**config.mk**
```make
export PLATFORM = sky130hd
export DESIGN_NAME = ram_req_queue
export DESIGN_NICKNAME = d
export VERILOG_FILES = /design/src/rtl/ram_ctrl_pkg.sv /design/src/rtl/sync_fifo.sv /design/src/rtl/ram_req_queue.sv
export SDC_FILE = /design/constraint.sdc
export NUM_CORES = 1
export LEC_CHECK = 0
export BUFFER_PORTS_ARGS = -buffer_cell sky130_fd_sc_hd__buf_4
export CAP_MARGIN = 40
export CORE_ASPECT_RATIO = 1.1
export CORE_UTILIZATION = 54
export DETAILED_ROUTE_END_ITERATION = 6
export PLACE_DENSITY = 0.85
export SETUP_SLACK_MARGIN = 0.02
export SKIP_LAST_GASP = 1
export SLEW_MARGIN = 10
export SYNTH_ARGS = -nofsm -noshare
export SYNTH_HDL_FRONTEND = slang
export SYNTH_SLANG_ARGS = --single-unit
```
**constraint.sdc**
```tcl
create_clock -name clk -period 3.1 [get_ports clk]
set_input_delay 0.31 -clock clk [delete_from_list [all_inputs] [get_ports clk]]
set_output_delay 0.31 -clock clk [all_outputs]
set_load 0.05 [all_outputs]
```
**src/rtl/ram_ctrl_pkg.sv**
```systemverilog
// Shared definitions for the RAM controller front end: default sizes,
// read/write encoding and the default-width command record.
package ram_ctrl_pkg;
  localparam int DEF_WIDTH  = 8;
  localparam int DEF_DEPTH  = 256;
  localparam int DEF_QDEPTH = 4;
  localparam int DEF_MAX_RD = 2;
  localparam int DEF_AW     = $clog2(DEF_DEPTH);

  localparam logic RW_WRITE = 1'b0;
  localparam logic RW_READ  = 1'b1;

  typedef struct packed {
    logic                 rw;
    logic [DEF_AW-1:0]    addr;
    logic [DEF_WIDTH-1:0] din;
  } cmd_t;
endpackage

```
**src/rtl/sync_fifo.sv**
```systemverilog
// First-word-fall-through FIFO: head word is read straight from storage.
// DEPTH must be a power of two so the pointers wrap for free.
module sync_fifo #(
  parameter  int W     = 8,
  parameter  int DEPTH = 4,
  localparam int PW    = $clog2(DEPTH),
  localparam int LW    = PW + 1
) (
  input  logic          clk_i,
  input  logic          rst_i,
  input  logic          push_i,
  input  logic          pop_i,
  input  logic [W-1:0]  wdata_i,
  output logic [W-1:0]  rdata_o,
  output logic          full_o,
  output logic          empty_o,
  output logic [LW-1:0] level_o
);
  logic [W-1:0]  mem_q [DEPTH];
  logic [PW-1:0] wptr_q, wptr_d, rptr_q, rptr_d;
  logic [LW-1:0] level_q, level_d;
  logic          do_push, do_pop;

  assign full_o  = (level_q == LW'(DEPTH));
  assign empty_o = (level_q == '0);
  assign do_push = push_i && !full_o;
  assign do_pop  = pop_i && !empty_o;
  assign rdata_o = mem_q[rptr_q];
  assign level_o = level_q;

  always_comb begin
    wptr_d  = wptr_q + PW'(do_push);
    rptr_d  = rptr_q + PW'(do_pop);
    level_d = level_q + LW'(do_push) - LW'(do_pop);
  end

  always_ff @(posedge clk_i) begin
    if (rst_i) begin
      wptr_q  <= '0;
      rptr_q  <= '0;
      level_q <= '0;
    end else begin
      wptr_q  <= wptr_d;
      rptr_q  <= rptr_d;
      level_q <= level_d;
    end
  end

  // Storage is not reset; only the pointers define what is valid.
  always_ff @(posedge clk_i) begin
    if (do_push && !rst_i) mem_q[wptr_q] <= wdata_i;
  end
endmodule

```
**src/rtl/ram_req_queue.sv**
```systemverilog
// Per-requestor command queue in front of the RAM controller: buffers
// commands, throttles outstanding reads and registers read responses.
module ram_req_queue
  import ram_ctrl_pkg::*;
#(
  parameter  int WIDTH  = DEF_WIDTH,
  parameter  int DEPTH  = DEF_DEPTH,
  parameter  int QDEPTH = DEF_QDEPTH,
  parameter  int MAX_RD = DEF_MAX_RD,
  localparam int AW     = $clog2(DEPTH),
  localparam int LW     = $clog2(QDEPTH) + 1
) (
  input  logic             clk,
  input  logic             rst,
  input  logic             s_valid,
  output logic             s_ready,
  input  logic             s_rw,
  input  logic [AW-1:0]    s_addr,
  input  logic [WIDTH-1:0] s_din,
  output logic             req,
  output logic             rw,
  output logic [AW-1:0]    addr,
  output logic [WIDTH-1:0] din,
  input  logic             gnt,
  input  logic             rd_valid,
  input  logic [WIDTH-1:0] rd_data,
  output logic             rsp_valid,
  output logic [WIDTH-1:0] rsp_data,
  output logic [LW-1:0]    level,
  output logic             err
);
  localparam int OW = $clog2(MAX_RD + 1);
  localparam logic [OW-1:0] OUT_MAX = OW'(MAX_RD);

  // Same layout as cmd_t, sized by this instance's parameters.
  typedef struct packed {
    logic             rw;
    logic [AW-1:0]    addr;
    logic [WIDTH-1:0] din;
  } q_cmd_t;

  q_cmd_t           push_cmd, head;
  logic             full, empty, push, pop, gnt_rd, rd_ok;
  logic [OW-1:0]    out_q, out_d;
  logic             err_q, err_d, rsp_valid_q;
  logic [WIDTH-1:0] rsp_data_q, rsp_data_d;

  assign push_cmd = '{rw: s_rw, addr: s_addr, din: s_din};
  assign s_ready  = !full;
  assign push     = s_valid && s_ready;

  sync_fifo #(.W($bits(q_cmd_t)), .DEPTH(QDEPTH)) u_fifo (
    .clk_i   (clk),
    .rst_i   (rst),
    .push_i  (push),
    .pop_i   (pop),
    .wdata_i (push_cmd),
    .rdata_o (head),
    .full_o  (full),
    .empty_o (empty),
    .level_o (level)
  );

  // A read head waits while the read window is full; writes always go.
  assign req    = !empty && !(head.rw == RW_READ && out_q == OUT_MAX);
  assign pop    = gnt && req;
  assign gnt_rd = pop && head.rw == RW_READ;
  assign rd_ok  = rd_valid && out_q != '0;
  assign rw     = head.rw;
  assign addr   = head.addr;
  assign din    = head.din;

  always_comb begin
    out_d      = out_q;
    if (gnt_rd && !rd_ok)      out_d = out_q + 1'b1;
    else if (rd_ok && !gnt_rd) out_d = out_q - 1'b1;
    err_d      = err_q | (gnt && !req) | (rd_valid && out_q == '0);
    rsp_data_d = rd_valid ? rd_data : rsp_data_q;
  end

  always_ff @(posedge clk) begin
    if (rst) begin
      out_q       <= '0;
      err_q       <= 1'b0;
      rsp_valid_q <= 1'b0;
      rsp_data_q  <= '0;
    end else begin
      out_q       <= out_d;
      err_q       <= err_d;
      rsp_valid_q <= rd_valid;
      rsp_data_q  <= rsp_data_d;
    end
  end

  assign err       = err_q;
  assign rsp_valid = rsp_valid_q;
  assign rsp_data  = rsp_data_q;
endmodule

```
==> reports/summary.txt, run 1 <==
Total gr overflow - 0
Post-synthesis sequential area ratio - 0.7256
Final min period - 2.451 ns
Outcome - finished clean
TNS Setup - 0 ns
Clk slew on worst S/H paths - 0.08 ns
Synthesis-to-finish area growth - 22.71%
Crit path required time - 3.33 ns
Syn Std Cell Area - 0.003338 mm²
Crit-path cells - mux2_4 -> a221oi_2 -> nand2_2 -> xnor2_1 -> ha_1 -> fa_1 -> xnor2_1 -> xnor2_1 -> nor2_1
Switch Pwr - 1.156 mW
CTS Sinks - 87
Detail Route Antenna Nets - 0
Port bufs - 61
RSZ-0062 raised after global routing - false
Clock Path Buffers - 2
WP depth - 9
Final WL - 5.756 mm
Yosys top cell by area - edfxtp_1
Gr usage total - 0.1962
CTS Root Cell - clkbuf_8
CTS-repair resized insts - 0
Compound-Gate Fraction of Synth Area - 0.01462
Per-cell routed wire length - 17.50 µm
DRC - 0
Fillers - 371
Leakage - 1.517 nW
Die area - 0.006500 mm²
Nets - 281
Via Count - 1749
Slew @ Worst Pin - 0.7015 ns
Slowest cell on the critical path - dfxtp_1
Final Hold Vio Count - 0
Main synth FF type - edfxtp_1
Dominant cells by area after synthesis - edfxtp_1, dfxtp_1, mux4_2
Area of the core - 0.005878 mm²
Worst-Skew Late Latency - 0.34 ns
Met1 usage - 0.2388
Grt peak-use layer - met2
Switching part of the total - 0.3462
Synth top cells by count - edfxtp_1, dfxtp_1, nor2_1
Worst setup EP type - register
Avg Cell Area, Syn - 18.97 µm²
PnR worst setup slack - 0.6487 ns
Adder-Cell Fraction of Synth Area - 0.01724
Synth warn - 0
Internal Pwr Total - 2.182 mW
Synth unique cells - 34
Power per cell area - 814.7 mW/mm²
WP data arrival - 2.68 ns
R2R cell count - 9
RePlAce Congestion - 0.7376
TritonRoute pass-1 iters - 4
Initial drt markers - 60
Most frequent cell on the critical path - xnor2_1
Clock power frac - 0.219
CTS H-tree lvls - 3
Final setup viols - 0
Fmax - 0.4080 GHz
Die height - 84.46 µm
CTS Hold Bufs - 0
Vias in the first global route - 1870
Synth Instances - 176
Reg-to-reg startpoint - u_fifo.rptr_q[1]
Initial antenna violation count - 0
Final Max Tran Viols - 0
First-pass GRT wire length - 9.308 mm
Post-Syn Nets - 210
Post-CTS setup buffer count - 0
Overall die width - 76.97 µm
Reg2reg end - u_fifo.level_o[2]
Reg power frac - 0.429
CTS tree - done
Cts bufs inserted - 9
Pre-CTS WS - 0.6794 ns
Flop2flop setup slack - 0.65 ns
Final period util - 0.7907
Cell Rows - 29
Most common cell in the netlist - edfxtp_1
FF/Latch Area - 0.002422 mm²
CP startpoint - u_fifo.rptr_q[1]
Post-Synth Simple-Gate Area - 0.05735
Multiplexer share of the synthesized area - 0.1544
Antenna Cells - 0
Number of synthesized flops with an enable pin - 68
Critical path's largest stage delay - 0.39 ns
Worst Clk Skew - 0.004493 ns
Vias per cell - 5.316
Final Power - 3.338 mW
WHS - 0.1625 ns
Post-synthesis xor/xnor area fraction - 0.01837
Largest net degree at the start of global routing - 23
Met2 usage - 0.3344
Area of the multi-input gates - 889.6 µm²
Top cell type's share of synthesized area - 0.6117
Comb pwr share - 0.352
Critical path class - register to register
Worst min-delay path category - primary input to register
Startpoint Class - register
Starting Density - 0.5679
WP buf/inv - 0
Relative slew slack - 0.5303
Largest family of logic cells by synthesized area - multiplexers
Worst VDD drop - 0.0006363 V
Async SR Flop Fraction - 0
IO Pins - 62
Max Cap Viol - 0
Fraction of layout cells with a size suffix above 1 - 0.3968
#FFs+latches synth - 87
Critical Path Sink - u_fifo.level_o[2]
Critical Path Fanout Max - 4
Crit path max-delay family - adder cells
M3 GR Usage - 0.05109
## logic make-up after synthesis
kind of cell / count (synthesis)
compound gates: 7
simple gates: 35
xor+xnor: 7
mux: 28
flops: 87
fa+ha+maj: 4
buf+inv: 8
## metal layers
metal	routed length, µm	up-vias	share of wire
li1	-	825	-
met1	2371	850	0.41
met2	2952	66	0.51
met3	350	8	0.061
met4	82	0	0.014
met5	0	-	0
## state kept, by name, indices dropped and copies added, names as in the netlist
name,count
u_fifo.level_o,3
u_fifo.rptr_q,2
out_q,2
rsp_data,8
err,1
rsp_valid,1
u_fifo.mem_q,68
u_fifo.wptr_q,2
## stage by stage
stage / cells / instance area, µm² / utilization
after global placement: 313 / 3915 / 0.6660
final: 329 / 4096 / 0.6969
after floorplan: 176 / 3338 / -
after CTS: 329 / 4096 / 0.6969
after detailed placement: 313 / 3915 / 0.6660
after global routing: 329 / 4096 / 0.6969
## worst register-to-register path, stage by stage (launching register included)
cell and delay, ns:
dfxtp_1 0.39, mux2_4 0.33, a221oi_2 0.37, nand2_2 0.14, xnor2_1 0.15, ha_1 0.20, fa_1 0.38, xnor2_1 0.18
xnor2_1 0.14, nor2_1 0.05
## power by group through the flow
| stage | clock (mW) | sequential, mW | combinational, mW |
|---|---|---|---|
| global placement | 0 | 1.45 | 1.15 |
| CTS | 0.743 | 1.43 | 1.18 |
| detailed placement | 0 | 1.46 | 1.18 |
| finish | 0.732 | 1.43 | 1.17 |
| floorplan | 0 | 1.52 | 0.792 |
| global route | 0.789 | 1.45 | 1.24 |
## final cells by class
cell class,count,share of cell area
clock buffer,12,0.03299
clock inverter,4,0.01130
inverter,1,0.0009163
multi-input combinational,81,0.2172
sequential,87,0.5913
tap,77,0.02352
timing repair buffer,67,0.1228
## cells in the final DEF, fill, tap and decap left out
cell	synthesis	routed
ha_1	3	3
or3_1	1	1
clkinv_1	0	1
dfxtp_1	19	19
clkbuf_1	2	3
and3_1	1	1
a21oi_1	3	3
xnor2_1	4	4
nand2_1	1	1
nor3b_2	0	2
nor3_2	0	1
fa_1	1	1
or3b_2	1	1
bufinv_16	0	1
nor3b_1	3	1
nor2_1	14	14
o21ai_0	2	2
and3b_1	1	1
mux4_1	5	5
inv_1	1	1
nand2b_1	2	2
edfxtp_1	68	68
clkinv_2	0	1
buf_4	0	67
clkbuf_8	0	9
and2_1	1	1
mux2i_1	8	8
mux4_2	11	11
nand2_2	1	1
a221oi_2	1	1
xor2_1	3	3
mux2_2	1	1
clkinvlp_4	0	1
a211o_1	1	1
mux2_4	3	3
and4b_1	1	1
nor2b_1	5	5
nor3_1	2	1
or2_1	1	1
## how the worst min path moves through the flow
| stage | from | endpoint | slack (ns) | cells past startpoint |
|---|---|---|---|---|
| 2_1_floorplan | s_din[0] | u_fifo.mem_q[0][0] | 0.41 | 0 |
| 3_3_place_gp | rsp_data[1] | rsp_data[1] | 0.48 | 2 |
| 3_5_place_dp | rsp_data[2] | rsp_data[2] | 0.49 | 2 |
| 4_1_cts | s_addr[6] | u_fifo.mem_q[0][14] | 0.15 | 1 |
| 5_1_grt | s_din[2] | u_fifo.mem_q[3][2] | 0.15 | 1 |
| 6_report | s_din[2] | u_fifo.mem_q[3][2] | 0.16 | 1 |
(Power assumes the default switching activity.)
==> run 2: changes to the inputs <==
- CORE_UTILIZATION: 54 -> 49
- PLACE_DENSITY: 0.85 -> 0.82
- clock period: 3.1 -> 1.95 ns (I/O delays scaled with it)
==> run 2 against run 1 <==
  * The flow now finishes with violations (negative setup slack)
  * Routed wire length is 14% higher
  * Sequential cell count stayed put
  * Power is 87% higher
  * Via count is 9.2% higher
  * Sequential power is 59% higher
  * Register-to-register slack worse by 0.92 ns
  * Hold slack worse by 0.13 ns
  * Combinational power is 120% higher
  * Fmax is 10% higher
  * Utilization is 0.37 points lower
  * First-iteration DRC count is 55% higher
  * Highest routed layer unchanged
==> reports/summary.txt, run 2 (synthesized netlist as in run 1, its figures left out) <==
Outcome - finished with violations
Failing checks - negative setup slack
Die area - 0.007147 mm² (+9.9%)
Pre-CTS WS - -0.3047 ns (-0.9840 ns)
Gr usage total - 0.1986 (+0.002356)
Worst Clk Skew - 0.01360 ns (+0.009111 ns)
Fraction of layout cells with a size suffix above 1 - 0.5269 (+0.1301)
Total gr overflow - 0 (unchanged)
Final min period - 2.225 ns (-0.2267 ns)
Initial drt markers - 93 (+55%)
CTS tree - done
Cell Rows - 31 (+6.9%)
Comb pwr share - 0.417 (+0.065)
Crit path required time - 2.18 ns (-1.15 ns)
Per-cell routed wire length - 18.11 µm (+3.5%)
Cts bufs inserted - 9 (unchanged)
Largest net degree at the start of global routing - 22 (-4.3%)
Starting Density - 0.5063 (-0.06164)
Vias per cell - 5.291 (-0.47%)
Area of the core - 0.006594 mm² (+12%)
Commonest cells after routing, fill and taps aside - buf_4, edfxtp_1, mux4_2, buf_6
Fin cells - 361 (+9.7%)
CTS H-tree lvls - 3 (unchanged)
Clock Path Buffers - 2 (unchanged)
TritonRoute pass-1 iters - 4 (unchanged)
Worst setup EP type - register
PnR worst setup slack - -0.2745 ns (-0.9233 ns)
Critical path class - register to register
Port bufs - 61 (unchanged)
Final Hold Vio Count - 0 (unchanged)
Power per cell area - 1366 mW/mm² (+68%)
CTS Root Cell - clkbuf_8
RSZ-0062 raised after global routing - true
CTS Sinks - 87 (unchanged)
Final Max Tran Viols - 0 (unchanged)
Initial antenna violation count - 0 (unchanged)
Clk slew on worst S/H paths - 0.09 ns (about the same)
First-pass GRT wire length - 10.09 mm (+8.4%)
Register with the highest flop count - u_fifo.mem_q
Internal Pwr Total - 4.162 mW (+91%)
Startpoint Class - register
Final WL - 6.536 mm (+14%)
Worst min-delay path category - primary input to register
Fmax - 0.4495 GHz (+10%)
Worst VDD drop - 0.0009775 V (+54%)
Switch Pwr - 2.083 mW (+80%)
Die height - 88.57 µm (+4.9%)
TNS Setup - -0.6189 ns (-0.6189 ns)
Placed cells - 333 (+6.4%)
Relative slew slack - 0.6732 (+0.1429)
Via Count - 1910 (+9.2%)
Detail Route Antenna Nets - 0 (unchanged)
Final period util - 1.141 (+0.3501)
Commonest non-fill, non-tap cell in the layout - buf_4
Reg power frac - 0.365 (-0.064)
Max FFs per register - 68 (unchanged)
RePlAce Congestion - 0.7570 (+2.6%)
Design area - 0.004571 mm² (+12%)
WHS - 0.03657 ns (-0.1259 ns)
DRC - 0 (unchanged)
Util after Layout - 0.6932 (-0.003723)
Flop2flop setup slack - -0.27 ns (-0.92 ns)
Leakage - 1.720 nW (+13%)
Nets - 308 (+9.6%)
Antenna Cells - 0 (unchanged)
Critical Path Fanout Max - 3 (-1)
Overall die width - 80.70 µm (+4.8%)
Hpwl dp - 4.087 mm
Final Power - 6.245 mW (+87%)
Synthesis-to-finish area growth - 36.92%
Clock power frac - 0.218 (about the same)
Vias in the first global route - 2028 (+8.4%)
Max Cap Viol - 0 (unchanged)
Slew @ Worst Pin - 0.4902 ns (-0.2113 ns)
WP data arrival - 2.45 ns (-0.23 ns)
Post-DP Area - 0.004120 mm² (+5.2%)
IO Pins - 62 (unchanged)
Final setup viols - 4 (+4)
Worst-Skew Late Latency - 0.35 ns (about the same)
Switching part of the total - 0.3335 (-0.01274)
run 2: power groups by stage:
| stage | clock network [mW] | logic [mW] | registers [mW] |
|---|---|---|---|
| after floorplan | 0 | 1.34 | 2.44 |
| after global placement | 0 | 2.10 | 2.30 |
| after detailed placement | 0 | 2.16 | 2.31 |
| after CTS | 1.39 | 2.52 | 2.28 |
| after global routing | 1.46 | 2.76 | 2.30 |
| final | 1.36 | 2.60 | 2.28 |
run 2: final cells by class:
type | instances | area, µm²
tap | 82 | 102.6
fill | 435 | 2023
inverter | 1 | 3.754
timing repair buffer | 94 | 859.6
clock inverter | 6 | 92.59
multi-input combinational | 81 | 945.9
sequential | 87 | 2439
clock buffer | 10 | 127.6
run 2: layer usage:
layer  track usage  vias to the layer above  part of all wire
li1              -                      879                 -
met1        0.2385                      962              0.41
met2        0.3498                       57              0.53
met3       0.03196                       12             0.036
met4       0.09416                        0             0.023
met5             0                        -                 0
run 2: worst max-delay path, cell delays in order (launching register included):
cell	delay, ns
dfxtp_2	0.37
mux2_4	0.33
a221oi_4	0.31
nand2_2	0.11
xnor2_1	0.14
ha_2	0.17
fa_2	0.35
xnor2_2	0.14
xnor2_1	0.13
nor2_1	0.06
run 2: repair_timing:
| item | 4_1_cts | 5_1_grt |
|---|---|---|
| cloned | 2 | 0 |
| setup buffers | 7 | 5 |
| pin swaps | 7 | 7 |
| setup endpoints to repair | 19 | 35 |
| endpoints found under the hold margin | 0 | 0 |
| hold buffers | 0 | 0 |
| resized for setup | 25 | 15 |
run 2: worst paths after layout:
| path | start | end | cells past startpoint |
|---|---|---|---|
| min reg2reg | rsp_data[3] | rsp_data[3] | 2 |
| max | u_fifo.rptr_q[1] | u_fifo.level_o[2] | 9 |
| min | s_din[4] | u_fifo.mem_q[3][4] | 1 |
| max reg2reg | u_fifo.rptr_q[1] | u_fifo.level_o[2] | 9 |
==> run 3: changes to the inputs <==
- BUFFER_PORTS_ARGS: -buffer_cell sky130_fd_sc_hd__buf_4 -> unset
- CORE_UTILIZATION: 49 -> 55
- DONT_BUFFER_PORTS: unset -> 1
- PLACE_DENSITY: 0.82 -> 0.8
==> run 3 against run 2 <==
  * The run ends with negative hold slack, negative setup slack left
  * Cell count decreased by 11%
  * Register-to-register slack got worse by 0.07 ns
  * Clock skew decreased by 0.0069 ns
  * Sequential cell count unchanged
  * Sequential power increased by 3%
  * Combinational power decreased by 17%
  * Clock power decreased by 4%
  * Power decreased by 7.2%
  * Non-clock buffer count decreased by 36
  * Largest cell class unchanged
==> reports/summary.txt, run 3 (synthesized netlist as in run 1, its figures left out) <==
Area of the core - 0.005806 mm² (-12%)
Worst min-delay path category - primary input to register
Die area - 0.006385 mm² (-11%)
Crit-path cells - mux2_4 -> a221oi_4 -> nand2_2 -> xnor2_1 -> ha_2 -> fa_2 -> xnor2_2 -> xnor2_1 -> nor2_1
IO Pins - 62 (unchanged)
Cts bufs inserted - 9 (unchanged)
Relative slew slack - 0.6466 (-0.02659)
PnR worst setup slack - -0.3467 ns (-0.07220 ns)
Critical path class - register to register
Antenna Cells - 0 (unchanged)
CTS Sinks - 87 (unchanged)
Failing checks - negative hold slack, negative setup slack
HP Start - rst
TritonRoute pass-1 iters - 6 (+2)
Worst VDD drop - 0.001023 V (+4.6%)
CTS H-tree lvls - 3 (unchanged)
CP startpoint - u_fifo.rptr_q[1]
Gr usage total - 0.2084 (+0.009839)
Nets - 272 (-12%)
DRC - 0 (unchanged)
Final Max Tran Viols - 0 (unchanged)
Overall die width - 76.28 µm (-5.5%)
Worst setup EP type - register
TNS Setup - -1.133 ns (-0.5139 ns)
Via Count - 1794 (-6.1%)
Most frequent cell on the critical path - xnor2_1
Clk slew on worst S/H paths - 0.08 ns (about the same)
Commonest cells after routing, fill and taps aside - edfxtp_1, dlygate4sd3_1, buf_4, nor2_1, dfxtp_1
WP data arrival - 2.53 ns (+0.08 ns)
Critical Path Fanout Max - 4 (+1)
Slowest cell on the critical path - dfxtp_4
CTS Hold Bufs - 26 (+26)
Total gr overflow - 0 (unchanged)
Hpwl dp - 3.821 mm (-6.5%)
Final Hold Vio Count - 9 (+9)
Fillers - 349 (-20%)
Initial antenna violation count - 0 (unchanged)
Largest net degree at the start of global routing - 23 (+4.5%)
Final period util - 1.178 (+0.03703)
Clock Path Buffers - 2 (unchanged)
Vias in the first global route - 1998 (-1.5%)
Worst Clk Skew - 0.006683 ns (-0.006920 ns)
Register with the highest flop count - u_fifo.mem_q
Max Cap Viol - 0 (unchanged)
Power per cell area - 1346 mW/mm² (-1.5%)
Cell Rows - 29 (-6.5%)
Fmax - 0.4354 GHz (-3.1%)
Slew @ Worst Pin - 0.5294 ns (+0.03917 ns)
Fraction of layout cells with a size suffix above 1 - 0.3374 (-0.1894)
Vias per cell - 5.606 (+6.0%)
RePlAce Congestion - 0.7558 (-0.16%)
Per-cell routed wire length - 19.76 µm (+9.1%)
Reg-to-reg startpoint - u_fifo.rptr_q[1]
Startpoint Class - register
Detail Route Antenna Nets - 0 (unchanged)
Leakage - 1.542 nW (-10%)
Final WL - 6.322 mm (-3.3%)
Worst-Skew Late Latency - 0.34 ns (about the same)
CTS tree - done
Die height - 83.71 µm (-5.5%)
Starting Density - 0.5750 (+0.06874)
Final min period - 2.297 ns (+0.07220 ns)
Util after Layout - 0.7416 (+0.04843)
WHS - -0.09479 ns (-0.1314 ns)
Final setup viols - 4 (unchanged)
RSZ-0062 raised after global routing - true
Max FFs per register - 68 (unchanged)
Port bufs - 0 (-100%)
Synthesis-to-finish area growth - 28.97%
Commonest non-fill, non-tap cell in the layout - edfxtp_1
First-pass GRT wire length - 9.873 mm (-2.2%)
Critical path's largest stage delay - 0.38 ns (about the same)
Initial drt markers - 81 (-13%)
Crit path required time - 2.18 ns (about the same)
CTS Root Cell - clkbuf_8
Pre-CTS WS - -0.3765 ns (-0.07182 ns)
Outcome - finished with violations
## run 3: cell count changes in the layout (fill, tap and decap cells not counted), moves of 5 or more
cell	change
buf_6	-12
mux4_1	+5
buf_8	-6
dlygate4sd3_1	+26
buf_4	-44
mux4_2	-5
## run 3: area by class of cell
type | count | area, µm² | area share
clock inverters | 2 | 16.27 | 0.003778
inverters | 1 | 3.754 | 0.0008718
clock buffers | 14 | 206.4 | 0.04795
multi-input cells | 81 | 979.7 | 0.2276
flip-flops and latches | 87 | 2441 | 0.5670
repair buffers | 58 | 561.8 | 0.1305
well taps | 77 | 96.34 | 0.02238
## run 3: layer usage
| metal | GRT usage | vias to the layer above | wire length, µm |
|---|---|---|---|
| met3 | 0.07322 | 4 | 457 |
| li1 | - | 808 | - |
| met1 | 0.2335 | 909 | 2438 |
| met5 | 0 | - | 0 |
| met2 | 0.3718 | 73 | 3385 |
| met4 | 0.06294 | 0 | 41 |
## run 3: final timing paths
kind         slack (ns)           endpoint  cells past startpoint
min reg2reg        0.65   u_fifo.rptr_q[1]                      3
max reg2reg       -0.35  u_fifo.level_o[2]                      9
min               -0.09  u_fifo.level_o[1]                      1
max               -0.35  u_fifo.level_o[2]                      9
## run 3: power breakdown
part           total (mW)  internal [mW]  switching (mW)
clock                1.31          0.705           0.604
sequential           2.34           2.18           0.162
combinational        2.15          0.937            1.21
## run 3: what timing repair did
action	4_1_cts	5_1_grt
endpoints found under the setup margin	57	30
gates cloned	1	0
endpoints found under the hold margin	86	9
resized for setup	10	6
pin swaps	9	3
setup buffers	6	1
## run 3: metrics by stage
stage          cells  instance area (µm²)  power (mW)
2_1_floorplan    176                 3432       3.779
3_3_place_gp     268                 3656       4.105
3_5_place_dp     270                 3679       4.188
4_1_cts          319                 4279       5.726
5_1_grt          320                 4305       6.001
6_report         320                 4305       5.795
## run 3: critical path, delay by kind of cell (launching register included)
family / cells / cell delay [ns]
mux: 1 / 0.33
compound gates: 1 / 0.34
fa+ha+maj: 2 / 0.54
xor+xnor: 3 / 0.44
flops: 1 / 0.38
simple gates: 2 / 0.16
